$ cat src/rtl/pipe_pkg.sv
// pipe_pkg: shared definitions for the five-stage core's pipeline controller.
//   FWD_*        : EX operand-select encodings driven on fwd_a / fwd_b
//   ex_slot_t    : metadata of the instruction sitting in EX
//   mem_slot_t   : metadata of the instruction sitting in MEM
//   wb_slot_t    : metadata of the instruction sitting in WB
//   slot_writes  : "this slot will write register r" (x0 never counts)
//   fwd_sel      : operand-select for one EX source given the MEM/WB slots
package pipe_pkg;

  // Slot register fields are sized here; the controller's REG_ADDR_WIDTH
  // defaults to this value and the decode indices are cast onto it.
  localparam int SLOT_AW = 5;

  localparam logic [1:0] FWD_REG = 2'b00;
  localparam logic [1:0] FWD_MEM = 2'b01;
  localparam logic [1:0] FWD_WB  = 2'b10;

  typedef struct packed {
    logic               valid;
    logic [SLOT_AW-1:0] rd;
    logic               reg_write;
    logic               mem_read;
    logic [SLOT_AW-1:0] rs1;
    logic [SLOT_AW-1:0] rs2;
    logic               uses_rs1;
    logic               uses_rs2;
  } ex_slot_t;

  typedef struct packed {
    logic               valid;
    logic [SLOT_AW-1:0] rd;
    logic               reg_write;
    logic               mem_read;
  } mem_slot_t;

  typedef struct packed {
    logic               valid;
    logic [SLOT_AW-1:0] rd;
    logic               reg_write;
  } wb_slot_t;

  function automatic logic slot_writes(input logic valid, input logic reg_write,
                                       input logic [SLOT_AW-1:0] rd,
                                       input logic [SLOT_AW-1:0] r);
    return valid & reg_write & (rd == r) & (r != '0);
  endfunction

  // MEM is the younger producer, so it wins over WB.
  function automatic logic [1:0] fwd_sel(input logic uses, input logic [SLOT_AW-1:0] r,
                                         input mem_slot_t m, input wb_slot_t w);
    if (uses & slot_writes(m.valid, m.reg_write, m.rd, r)) return FWD_MEM;
    if (uses & slot_writes(w.valid, w.reg_write, w.rd, r)) return FWD_WB;
    return FWD_REG;
  endfunction

endpackage

$ cat src/rtl/sat_counter.sv
// sat_counter: up-counter that sticks at all-ones instead of wrapping.
//   clk   : clock, rising edge
//   reset : asynchronous active-low reset, clears count
//   inc   : count this cycle
//   count : current value
module sat_counter #(
  parameter int WIDTH = 32
) (
  input  logic             clk,
  input  logic             reset,
  input  logic             inc,
  output logic [WIDTH-1:0] count
);

  always_ff @(posedge clk or negedge reset) begin
    if (!reset)                 count <= '0;
    else if (inc && (~&count))  count <= count + 1'b1;
  end

endmodule

$ cat src/rtl/pipeline_control.sv
// pipeline_control: bookkeeping and hazard control for the IF/ID/EX/MEM/WB core.
//   clk, reset               : clock; asynchronous active-low reset
//   id_*                     : decode-stage instruction fields
//   ex_branch_taken          : branch/JAL in EX resolved taken
//   stall_if                 : hold PC and IF/ID
//   flush_id / flush_ex      : squash IF/ID / insert bubble into ID/EX
//   fwd_a / fwd_b            : EX operand select (regfile / EX-MEM / MEM-WB)
//   wb_reg_write / wb_rd     : qualified regfile write port
//   cnt_retired/stall/flush  : saturating performance counters
// FORWARD_EN=1 forwards from MEM and WB and only interlocks on load-use;
// FORWARD_EN=0 interlocks on any RAW against EX, MEM or WB.
module pipeline_control import pipe_pkg::*; #(
  parameter int REG_ADDR_WIDTH = SLOT_AW,
  parameter int CNT_WIDTH      = 32,
  parameter int FORWARD_EN     = 1
) (
  input  logic                      clk,
  input  logic                      reset,
  input  logic                      id_valid,
  input  logic [REG_ADDR_WIDTH-1:0] id_rs1,
  input  logic [REG_ADDR_WIDTH-1:0] id_rs2,
  input  logic                      id_uses_rs1,
  input  logic                      id_uses_rs2,
  input  logic [REG_ADDR_WIDTH-1:0] id_rd,
  input  logic                      id_reg_write,
  input  logic                      id_mem_read,
  input  logic                      ex_branch_taken,
  output logic                      stall_if,
  output logic                      flush_id,
  output logic                      flush_ex,
  output logic [1:0]                fwd_a,
  output logic [1:0]                fwd_b,
  output logic                      wb_reg_write,
  output logic [REG_ADDR_WIDTH-1:0] wb_rd,
  output logic [CNT_WIDTH-1:0]      cnt_retired,
  output logic [CNT_WIDTH-1:0]      cnt_stall,
  output logic [CNT_WIDTH-1:0]      cnt_flush
);

  ex_slot_t  ex_q, ex_d;
  mem_slot_t mem_q;
  wb_slot_t  wb_q;

  logic [SLOT_AW-1:0] rs1, rs2;
  logic stall, taken, hit_ex;

  assign rs1 = SLOT_AW'(id_rs1);
  assign rs2 = SLOT_AW'(id_rs2);

  // Does the decode instruction read a register the EX slot will write?
  assign hit_ex = (id_uses_rs1 & slot_writes(ex_q.valid, ex_q.reg_write, ex_q.rd, rs1)) |
                  (id_uses_rs2 & slot_writes(ex_q.valid, ex_q.reg_write, ex_q.rd, rs2));

  generate
    if (FORWARD_EN != 0) begin : g_fwd
      // Only a load in EX cannot be bypassed in time for the next EX.
      assign stall = id_valid & ex_q.mem_read & hit_ex;
      assign fwd_a = fwd_sel(ex_q.uses_rs1, ex_q.rs1, mem_q, wb_q);
      assign fwd_b = fwd_sel(ex_q.uses_rs2, ex_q.rs2, mem_q, wb_q);
    end else begin : g_nofwd
      logic hit_mem, hit_wb, unused_ex_src;
      assign hit_mem = (id_uses_rs1 & slot_writes(mem_q.valid, mem_q.reg_write, mem_q.rd, rs1)) |
                       (id_uses_rs2 & slot_writes(mem_q.valid, mem_q.reg_write, mem_q.rd, rs2));
      assign hit_wb  = (id_uses_rs1 & slot_writes(wb_q.valid, wb_q.reg_write, wb_q.rd, rs1)) |
                       (id_uses_rs2 & slot_writes(wb_q.valid, wb_q.reg_write, wb_q.rd, rs2));
      // WB is still in flight: the regfile is written at the end of that cycle.
      assign stall = id_valid & (hit_ex | hit_mem | hit_wb);
      assign fwd_a = FWD_REG;
      assign fwd_b = FWD_REG;
      assign unused_ex_src = ^{ex_q.rs1, ex_q.rs2, ex_q.uses_rs1, ex_q.uses_rs2};
    end
  endgenerate

  assign taken    = ex_branch_taken & ex_q.valid;
  assign stall_if = stall & ~taken;   // a flush discards decode, so nothing to hold
  assign flush_id = taken;
  assign flush_ex = taken;

  // Bubbles are loaded as all-zero so a dead EX slot never selects a bypass.
  always_comb begin
    ex_d = '0;
    if (id_valid & ~stall & ~taken) begin
      ex_d.valid     = 1'b1;
      ex_d.rd        = SLOT_AW'(id_rd);
      ex_d.reg_write = id_reg_write;
      ex_d.mem_read  = id_mem_read;
      ex_d.rs1       = rs1;
      ex_d.rs2       = rs2;
      ex_d.uses_rs1  = id_uses_rs1;
      ex_d.uses_rs2  = id_uses_rs2;
    end
  end

  always_ff @(posedge clk or negedge reset) begin
    if (!reset) begin
      ex_q  <= '0;
      mem_q <= '0;
      wb_q  <= '0;
    end else begin
      ex_q  <= ex_d;
      mem_q <= '{valid: ex_q.valid, rd: ex_q.rd, reg_write: ex_q.reg_write,
                 mem_read: ex_q.mem_read};
      wb_q  <= '{valid: mem_q.valid, rd: mem_q.rd, reg_write: mem_q.reg_write};
    end
  end

  // The MEM load flag is kept for the memory stage's own use, not here.
  logic unused_mem_read;
  assign unused_mem_read = mem_q.mem_read;

  assign wb_reg_write = wb_q.valid & wb_q.reg_write & (wb_q.rd != '0);
  assign wb_rd        = REG_ADDR_WIDTH'(wb_q.rd);

  sat_counter #(.WIDTH(CNT_WIDTH)) u_cnt_retired (
    .clk(clk), .reset(reset), .inc(wb_q.valid), .count(cnt_retired));
  sat_counter #(.WIDTH(CNT_WIDTH)) u_cnt_stall (
    .clk(clk), .reset(reset), .inc(stall_if), .count(cnt_stall));
  sat_counter #(.WIDTH(CNT_WIDTH)) u_cnt_flush (
    .clk(clk), .reset(reset), .inc(taken), .count(cnt_flush));

endmodule

$ cat config.mk
export PLATFORM = sky130hd
export DESIGN_NAME = pipeline_control
export DESIGN_NICKNAME = d
export VERILOG_FILES = /design/src/rtl/pipe_pkg.sv /design/src/rtl/sat_counter.sv /design/src/rtl/pipeline_control.sv
export SDC_FILE = /design/constraint.sdc
export NUM_CORES = 1
export LEC_CHECK = 0
export CAP_MARGIN = 0
export CORE_UTILIZATION = 46
export DETAILED_ROUTE_END_ITERATION = 16
export PLACE_DENSITY_LB_ADDON = 0.12
export SLEW_MARGIN = 20
export SYNTH_ARGS = -nofsm -noshare
export SYNTH_HDL_FRONTEND = slang
export SYNTH_SLANG_ARGS = --single-unit
export TNS_END_PERCENT = 5
$ cat constraint.sdc
create_clock -name clk -period 1.9 [get_ports clk]
set_input_delay 0.38 -clock clk [delete_from_list [all_inputs] [get_ports clk]]
set_output_delay 0.38 -clock clk [all_outputs]
set_load 0.02 [all_outputs]
; Word-level counts from Yosys, hierarchy flattened
; Cells that the tools add are included.
[classes]
n_bitwise = 31
n_reduce_logical = 14
n_eq_ne = 6
mux = 15
n_addsub = 3
[ops]
columns = op, count
row1 = 32-bit by 1-bit adder with 32-bit output (second input constant), 3
row2 = 32-bit AND reduction, 3
row3 = 5-bit == test, 6
row4 = 1-bit bitwise AND, 28
row5 = 5-bit nonzero test, 5
row6 = 20-bit two-way mux, 1
row7 = 2-bit two-way mux, 8
row8 = 1-bit two-way mux, 6
row9 = 1-bit logical AND, 3
row10 = 1-bit logical NOT, 3
row11 = 1-bit NOT, 2
row12 = 1-bit OR, 1
[word_totals]
output_inout_bits = 109
regBits = 130
word_cells = 86

; Logic depth before layout (Yosys ltp)
; Gate-level depths: netlist of run 1.
[depth]
word_depth = 10
depth_mapped = 9
depth_no_buf = 7

; By module
; From an unflattened synthesis of run 1, not the netlist that was laid out.
[unflattened]
hier_cells = 557
hier_area_um2 = 6359.8
[by_module_without_submodules]
columns = module, cells_each, seq_area_each_um2, area_per_inst_um2, instances
row1 = sat_counter at u_cnt_retired ..., 146, 800.8, 1580.3, 2
row2 = pipeline_control, 131, 850.8, 1671.6, 1
row3 = sat_counter at u_cnt_flush, 134, 800.8, 1527.7, 1

; Worst setup path before layout of run 1
; No wires, ideal clock.
[synth_timing]
kind = register to register
start = reg u_cnt_retired.count[24]
end = reg u_cnt_retired.count[1]
setup_slack_ns = -0.299
t_arrival_ns = 2.071
stages_incl_launch_ff = 6
synth_period_minus_slack_ns = 2.199
path_cell_list = dfrtp_1 > nand4_2 > or4_1 > nor4_4 > or2b_1 > mux2_1
[synth_via]
elab_chain_cells = 3
[synth_rtl]
columns = item, line
row1 = from (decl), sat_counter.sv:12  ; output logic [WIDTH-1:0] count
row2 = from (signal assigned), sat_counter.sv:17  ; else if (inc && (~&count)) count <= count + 1'b1;
row3 = 32-bit AND reduction, sat_counter.sv:17
row4 = 1-bit logical NOT, sat_counter.sv:17
row5 = 1-bit logical AND, sat_counter.sv:17
; Every way passes these cells.
; A chain may end at the register's enable or synchronous reset.

; Worst setup path in the final report of run 1
[layout_timing]
start = reg ex_q[7] in the netlist's numbering
end = out fwd_a[1]
[layout_via]
elab_chain_cells = 8
word_cells_on_any_way = 15
classes_between = eq/ne: 2 / mux: 6 / bitwise: 6 / reduce/logical: 1
[layout_rtl]
columns = item, line
row1 = from (decl), pipeline_control.sv:40  ; ex_slot_t ex_q, ex_d;
row2 = from (signal assigned), pipeline_control.sv:96  ; ex_q <= '0;
row3 = from (signal assigned), pipeline_control.sv:100  ; ex_q <= ex_d;
row4 = 5-bit == test, pipe_pkg.sv:45  ; return valid & reg_write & (rd == r) & (r != '0);
row5 = 1-bit bitwise AND (2 in a row), pipe_pkg.sv:45
row6 = 1-bit bitwise AND, pipe_pkg.sv:52  ; if (uses & slot_writes(w.valid, w.reg_write, w.rd, r)) return FWD_WB;
row7 = 1-bit two-way mux (2 in a row), pipe_pkg.sv:52
row8 = 2-bit two-way mux, pipe_pkg.sv:53  ; return FWD_REG;
row9 = 2-bit two-way mux *, pipe_pkg.sv:52
row10 = to (decl), pipeline_control.sv:31  ; output logic [1:0] fwd_a,
; Mark *: on every way between the ends. The rest lies on a longest branch, timed or not. The select of a mux whose other input is x is not followed.

==> results of run 1 <==
==> power by group through the flow <==
stage	clock, mW	combinational [mW]	sequential [mW]
floorplan	0	0.314	3.26
global placement	0	1.15	3.07
detailed placement	0	1.18	3.08
CTS	2.98	1.16	3.04
global route	3.10	1.29	3.07
finish	2.93	1.18	3.05
==> routing by layer <==
metal	routed length (um)	track usage, %
met5	0	0
met4	264	9.198
met3	754	5.510
met2	8251	41.85
met1	6579	28.77
==> cells in the final DEF, fill, tap and decap left out, types with 13 or more instances in the layout <==
cell / count
and2_1: 20
and3_1: 13
nand2_1: 41
clkbuf_16: 17
xnor2_1: 80
dfrtp_1: 120
buf_4: 133
dlygate4sd2_1: 31
xor2_1: 30
nand3_1: 46
clkdlybuf4s50_1: 51
nor2_1: 24
dlymetal6s2s_1: 38
nand4_1: 40
nor3_1: 14
==> sequential cells by signal, summed over array words and instances, names as in the netlist <==
register	count
mem_q	7
u_cnt_retired.count	32
wb_q	2
wb_rd	5
ex_q	20
u_cnt_flush.count	32
u_cnt_stall.count	32
==> layout make-up <==
type	count	area, sq um
Inverter	7	26.28
Clock buffer	26	509.2
Multi-Input combinational cell	403	3032
Timing Repair Buffer	268	2410
Fill cell	892	3237
Clock inverter	5	27.53
Tap cell	172	215.2
Sequential cell	130	3266
==> cells by family after synthesis <==
kind of cell             count (synthesis)
adder cells (fa/ha/maj)                  3
XOR/XNOR                               117
multiplexers                             4
flip-flops                             130
AND/OR/NAND/NOR                        258
buffers and inverters                   19
AO/OA/AOI/OAI                           20
==> worst reg2reg max path, cell delays in order, from the launching register on <==
cell     delay, ps
dfrtp_2        360
nand4_1        220
nor2_2         190
nand3_1        120
or4_4          600
nor4b_2        310
xor2_1         160
==> timing repair <==
| action | in CTS | in global routing |
|---|---|---|
| gates resized for setup | 92 | 80 |
| setup buffers | 1 | 4 |
| gates cloned | 0 | 1 |
| endpoints found under the hold margin | 25 | 0 |
| endpoints found under the setup margin | 87 | 120 |
| pin swaps | 26 | 28 |
| hold buffers | 1 | 0 |
==> worst max path at each step <==
stage                     cells past startpoint                          endpoint  slack [ps]
after global routing                          5                          fwd_a[1]        -440
after CTS                                     5                          fwd_a[1]        -360
final                                         5                          fwd_a[1]        -390
after floorplan                               7  u_cnt_stall.count[3]$_DFFE_PN0P_        -100
after detailed placement                      7                          stall_if        -820
after global placement                        7                          stall_if        -780
==> summary.md, run 1 <==
| Metric | Value |
|---|---|
| Static Leak | `5.019 nW` |
| Die width | `116.9 um` |
| Hold Path Stages | `2` |
| Synth Instances | `551` |
| Net Sw Frac | `25.60%` |
| N_diodes | `0` |
| Remaining DRCs | `0` |
| HPWL Detailed | `11.25 mm` |
| Vias in the first global route | `5287` |
| Failing checks | `negative setup slack` |
| Reg2reg start | `u_cnt_stall.count[14]$_DFFE_PN0P_` |
| Hold Crit Start | `id_rs2[1]` |
| Register-to-Register Path Depth | `6` |
| Crit-path max FO | `2` |
| Post-synth top cells | `dfrtp_1, xnor2_1, nand3_1` |
| Yosys reg bits | `130` |
| Clock Tree Root | `clkbuf_16` |
| Tmin final | `2291 ps` |
| Kind of critical path | `reg2out` |
| Placement row count | `41` |
| Hold Path End | `ex_q[3]$_DFF_PN0_` |
| Largest family of logic cells by synthesized area | `simple AND/OR/NAND/NOR gates` |
| Initial drt markers | `282` |
| Fmax achieved | `436.5 MHz` |
| Post-Synth Adder-Cell Area | `0.6183%` |
| Placer Congestion | `0.8450` |
| Top FF cell, synth | `dfrtp_1` |
| Crit path required time | `1520 ps` |
| Setup slack, reg-to-reg | `-150 ps` |
| Fin cells | `1011` |
| Run status | `finished with violations` |
| Net Switching | `1.832 mW` |
| Initial antenna violation count | `0` |
| Synth Area in XOR/XNOR | `16.88%` |
| Portion of netlist area occupied by mux cells | `0.7420%` |
| Post-route cell area | `9485 sq um` |
| Gate power share | `16.5%` |
| Starting density of the core | `47.72%` |
| Congestion Overflow GR | `0` |
| Max clock buf depth | `2` |
| First-pass GRT wire length | `25.09 mm` |
| Dpl cell area | `8608 sq um` |
| Mapped Area | `6071 sq um` |
| Clk_lat worst skew | `410 ps` |
| CP cell instances | `or4_4 -> o21ai_4 -> nor4_2 -> nor3_2 -> buf_4` |
| Peak VDD IR | `0.0006659 V` |
| Largest net degree at the start of global routing | `63` |
| Final setup viols | `45` |
| WHS | `268.6 ps` |
| DR vias/cell | `5.126` |
| Simple-Gate Fraction of Synth Area | `24.01%` |
| Part of the power in registers | `42.6%` |
| I/O Buffers | `131` |
| Final Hold Viols | `0` |
| Hold crit path type | `in2reg` |
| Slew Viols, Final | `0` |
| Worst-margin pin slew | `385.1 ps` |
| Cell variety after synth | `42` |
| Critical path buffers and inverters | `1` |
| Pwr/cell area | `754.7 nW/um^2` |
| Int Power | `5.326 mW` |
| Routed Antenna Nets | `0` |
| Syn avg cell area | `11.02 sq um` |
| # clock sinks | `130` |
| Async set or reset register ratio after synthesis | `100.0%` |
| TNS Setup | `-4170 ps` |
| Area of the die | `13660 sq um` |
| Nets | `853` |
| Slew headroom | `74.32%` |
| Overall routing resource usage | `23.94%` |
| Worst Setup End Kind | `output pin` |
| Core area | `12720 sq um` |
| Kind of cell adding the most delay to the critical path | `simple AND/OR/NAND/NOR gates` |
| Tot Pwr | `7.159 mW` |
| CTS tree | `built` |
| Worst endpoint data arrival time | `1910 ps` |
| RR Endpoint | `u_cnt_stall.count[30]$_DFFE_PN0P_` |
| H-Tree Depth | `4` |
| WL/cell | `15.68 um` |
| Yosys warnings | `0` |
| Max-cap violations | `0` |
| Core occupancy in the finished layout | `74.56%` |
| Register area share after synthesis | `53.59%` |
| Clock power share | `40.9%` |
| Area growth syn-to-layout | `56.24%` |
| Post-synth EDFFs | `0` |
| Critical Path Slowest Stage Cell | `or4_4` |
| Most frequent cell after synthesis | `dfrtp_1` |
| Die Height | `116.9 um` |
| RSZ-0062 raised after global routing | `true` |
| Number of cells after detailed placement | `975` |
| Syn Nets | `577` |
| Post-place setup slack | `-815.9 ps` |
| CP max stage delay | `570 ps` |
| Total wire length | `15.85 mm` |
| Ratio of cells with drive above 1 in the final layout | `30.15%` |
| Critical path origin | `ex_q[7]$_DFF_PN0_` |
| Pre-antenna DRT Iters | `4` |
| Startpoint class of the critical path | `flop` |
| Most area-hungry cell type in the Yosys netlist | `dfrtp_1` |
| # IOs | `132` |
| Area contributors post-synth | `dfrtp_1, xnor2_1, xor2_1` |
| Clock buffer count from CTS | `17` |
| Clock Skew | `7.160 ps` |
| Final WS setup | `-390.7 ps` |
| Tcrit/Tclk final | `120.6%` |
| Routed vias | `5182` |
| Clock transition at the registers of the reported paths | `60 ps` |
| Area share of the largest cell type after synthesis | `53.59%` |
| Compound-cell area share of the yosys netlist | `2.350%` |
No activity file was read; power rests on OpenSTA's default activity.
==> run 2: changes to the inputs <==
==> constraint.sdc (replaced) <==
create_clock -name clk -period 1.9 [get_ports clk]
set_input_delay 0.285 -clock clk [delete_from_list [all_inputs] [get_ports clk]]
set_output_delay 0.285 -clock clk [all_outputs]
set_load 0.02 [all_outputs]
==> run 2 against run 1 <==
The flow still finishes with violations (negative setup slack); register-to-register slack worse by 70 ps; non-clock buffer count decreased by 12; total power up 2.9%; setup slack gained 61 ps; global-route usage fell by 0.080 points; die area did not move; wire length is 3.3% lower; critical path type unchanged.
==> summary.md, run 2 (synthesized netlist as in run 1, its figures left out) <==
| Metric | Value |
|---|---|
| Run status | `finished with violations` |
| Failing checks | `negative setup slack` |
| Slew Viols, Final | `0` |
| Static Leak | `4.139 nW` |
| Met3 WL | `671 um` |
| Clock Skew | `7.612 ps` |
| Area occupied by multi-input gates | `2978 sq um` |
| M1 wire length | `6.566 mm` |
| Placement row count | `41` |
| Initial drt markers | `216` |
| Commonest non-fill, non-tap cell in the layout | `buf_4` |
| Max clock buf depth | `2` |
| Largest net degree at the start of global routing | `66` |
| Uppermost layer routed | `met4` |
| Tmin final | `2230 ps` |
| Tcrit/Tclk final | `117.3%` |
| RR Endpoint | `u_cnt_stall.count[30]$_DFFE_PN0P_` |
| Final setup viols | `35` |
| # IOs | `132` |
| Total wire length | `15.32 mm` |
| Clock transition at the registers of the reported paths | `60 ps` |
| Crit-path max FO | `2` |
| Top flop regs | `u_cnt_flush.count: 32 flops, u_cnt_retired.count: 32 flops, u_cnt_stall.count: 32 flops` |
| Nets | `840` |
| Register-to-Register Path Depth | `5` |
| DR vias/cell | `5.104` |
| Congestion Overflow GR | `0` |
| Routed vias | `5099` |
| Post-route cell area | `9366 sq um` |
| Pwr/cell area | `786.5 nW/um^2` |
| Worst-margin pin slew | `368.7 ps` |
| Startpoint class of the critical path | `flop` |
| Remaining DRCs | `0` |
| Fmax achieved | `448.5 MHz` |
| Slew headroom | `75.23%` |
| Kind of critical path | `reg2out` |
| Initial antenna violation count | `0` |
| Clock Tree Root | `clkbuf_16` |
| Hold Path Stages | `0` |
| Starting density of the core | `47.72%` |
| H-Tree Depth | `4` |
| WL/cell | `15.34 um` |
| Met2 wire len | `7.895 mm` |
| Reg area | `3283 sq um` |
| Commonest cells after routing, fill and taps aside | `buf_4, clkdlybuf4s50_1, dfrtp_1` |
| Core area | `12720 sq um` |
| Hold crit path type | `reg2reg` |
| Pre-antenna DRT Iters | `4` |
| First-pass GRT wire length | `24.74 mm` |
| Core occupancy in the finished layout | `73.62%` |
| Overall routing resource usage | `23.86%` |
| CTS tree | `built` |
| HPWL Detailed | `11.00 mm` |
| Area growth syn-to-layout | `54.29%` |
| RSZ-0062 raised after global routing | `true` |
| Clock buffer count from CTS | `17` |
| Routed Antenna Nets | `0` |
| Crit path required time | `1620 ps` |
| Die Height | `116.9 um` |
| Placer Congestion | `0.8229` |
| Fillcell total | `904` |
| Die width | `116.9 um` |
| N_diodes | `0` |
| # clock sinks | `130` |
| Setup slack, reg-to-reg | `-220 ps` |
| Worst endpoint data arrival time | `1940 ps` |
| Clk_lat worst skew | `410 ps` |
| Vias in the first global route | `5132` |
| Area of the die | `13660 sq um` |
| I/O Buffers | `131` |
| Ratio of cells with drive above 1 in the final layout | `29.50%` |
| Worst Setup End Kind | `output pin` |
| Dpl cell area | `8558 sq um` |
| Hold Crit Start | `mem_q[1]$_DFF_PN0_` |
| Peak VDD IR | `0.0006696 V` |
| Max-cap violations | `0` |
| Final Hold Viols | `0` |
| Final WS setup | `-329.6 ps` |
| Reg2reg start | `ex_q[16]$_DFF_PN0_` |
| Hold Path End | `wb_q[0]$_DFF_PN0_` |
==> run 2: cell count changes in the layout (fill, tap and decap cells not counted), moves of 4 or more <==
cell             previous run  this run
xnor2_1                    80        84
dlygate4sd2_1              31         1
nand3_2                     2         7
and2_1                     20        26
nand3_1                    46        41
clkdlybuf4s50_1            51       118
xnor2_2                     7         3
dfrtp_1                   120       106
dfrtp_2                    10        24
buf_2                       4         0
dlymetal6s2s_1             38         3
buf_4                     133       123
and2_4                      7         0
==> run 2: timing repair <==
item / in CTS / in global routing
setup buffers: 2 / 0
hold endpoints to repair: 130 / 0
setup endpoints to repair: 61 / 88
hold buffers: 1 / 0
gates resized for setup: 52 / 34
pin swaps: 20 / 15
==> run 2: how the worst max path moves through the flow <==
stage	start	to	slack, ps	depth (start not counted)
after floorplan	u_cnt_flush.count[16]$_DFFE_PN0P_	u_cnt_flush.count[25]$_DFFE_PN0P_	-40	6
after global placement	id_rs2[1]	stall_if	-700	7
after detailed placement	id_rs2[2]	stall_if	-750	7
after CTS	ex_q[2]$_DFF_PN0_	fwd_b[1]	-350	6
after global routing	ex_q[2]$_DFF_PN0_	fwd_b[1]	-430	6
final	ex_q[2]$_DFF_PN0_	fwd_b[1]	-330	6
==> run 2: power by group <==
part / internal (mW) / switching [mW]
sequential: 2.92 / 0.119
combinational: 0.599 / 0.594
clock: 1.97 / 1.16
==> run 2: per-stage QoR <==
step | setup TNS (ps) | power [mW] | hold WS [ps] | setup WS, ps | cells
after floorplan | -427.6 | 3.571 | -10.59 | -44.34 | 551
final | -4086 | 7.367 | 379.6 | -329.6 | 999
after CTS | -3952 | 7.411 | 379.3 | -351.4 | 999
after global placement | -32450 | 4.205 | 330.1 | -704.3 | 964
after detailed placement | -36380 | 4.251 | 336.5 | -751.6 | 964
after global routing | -7683 | 7.669 | 400.0 | -432.8 | 999
==> run 2: critical path: stages (launching register included) <==
cell and delay, ps:
dfrtp_1 370, or4_4 530, o21ai_2 160, nor4_2 70, buf_4 130, nor3_2 100, buf_4 160
==> run 2: metal layers <==
layer  GRT usage, %  vias up
met5              0        -
met4          7.511        0
met3          5.973       18
met2          40.87      127
met1          29.73     2486
li1               -     2468
==> run 2: final cells by class <==
type                    instances  area share (%)
multi-input cells             402           31.79
well taps                     172           2.298
clock inverters                 8          0.8149
clock buffers                  24           5.357
flip-flops and latches        130           35.05
repair buffers                256           24.41
inverters                       7          0.2805
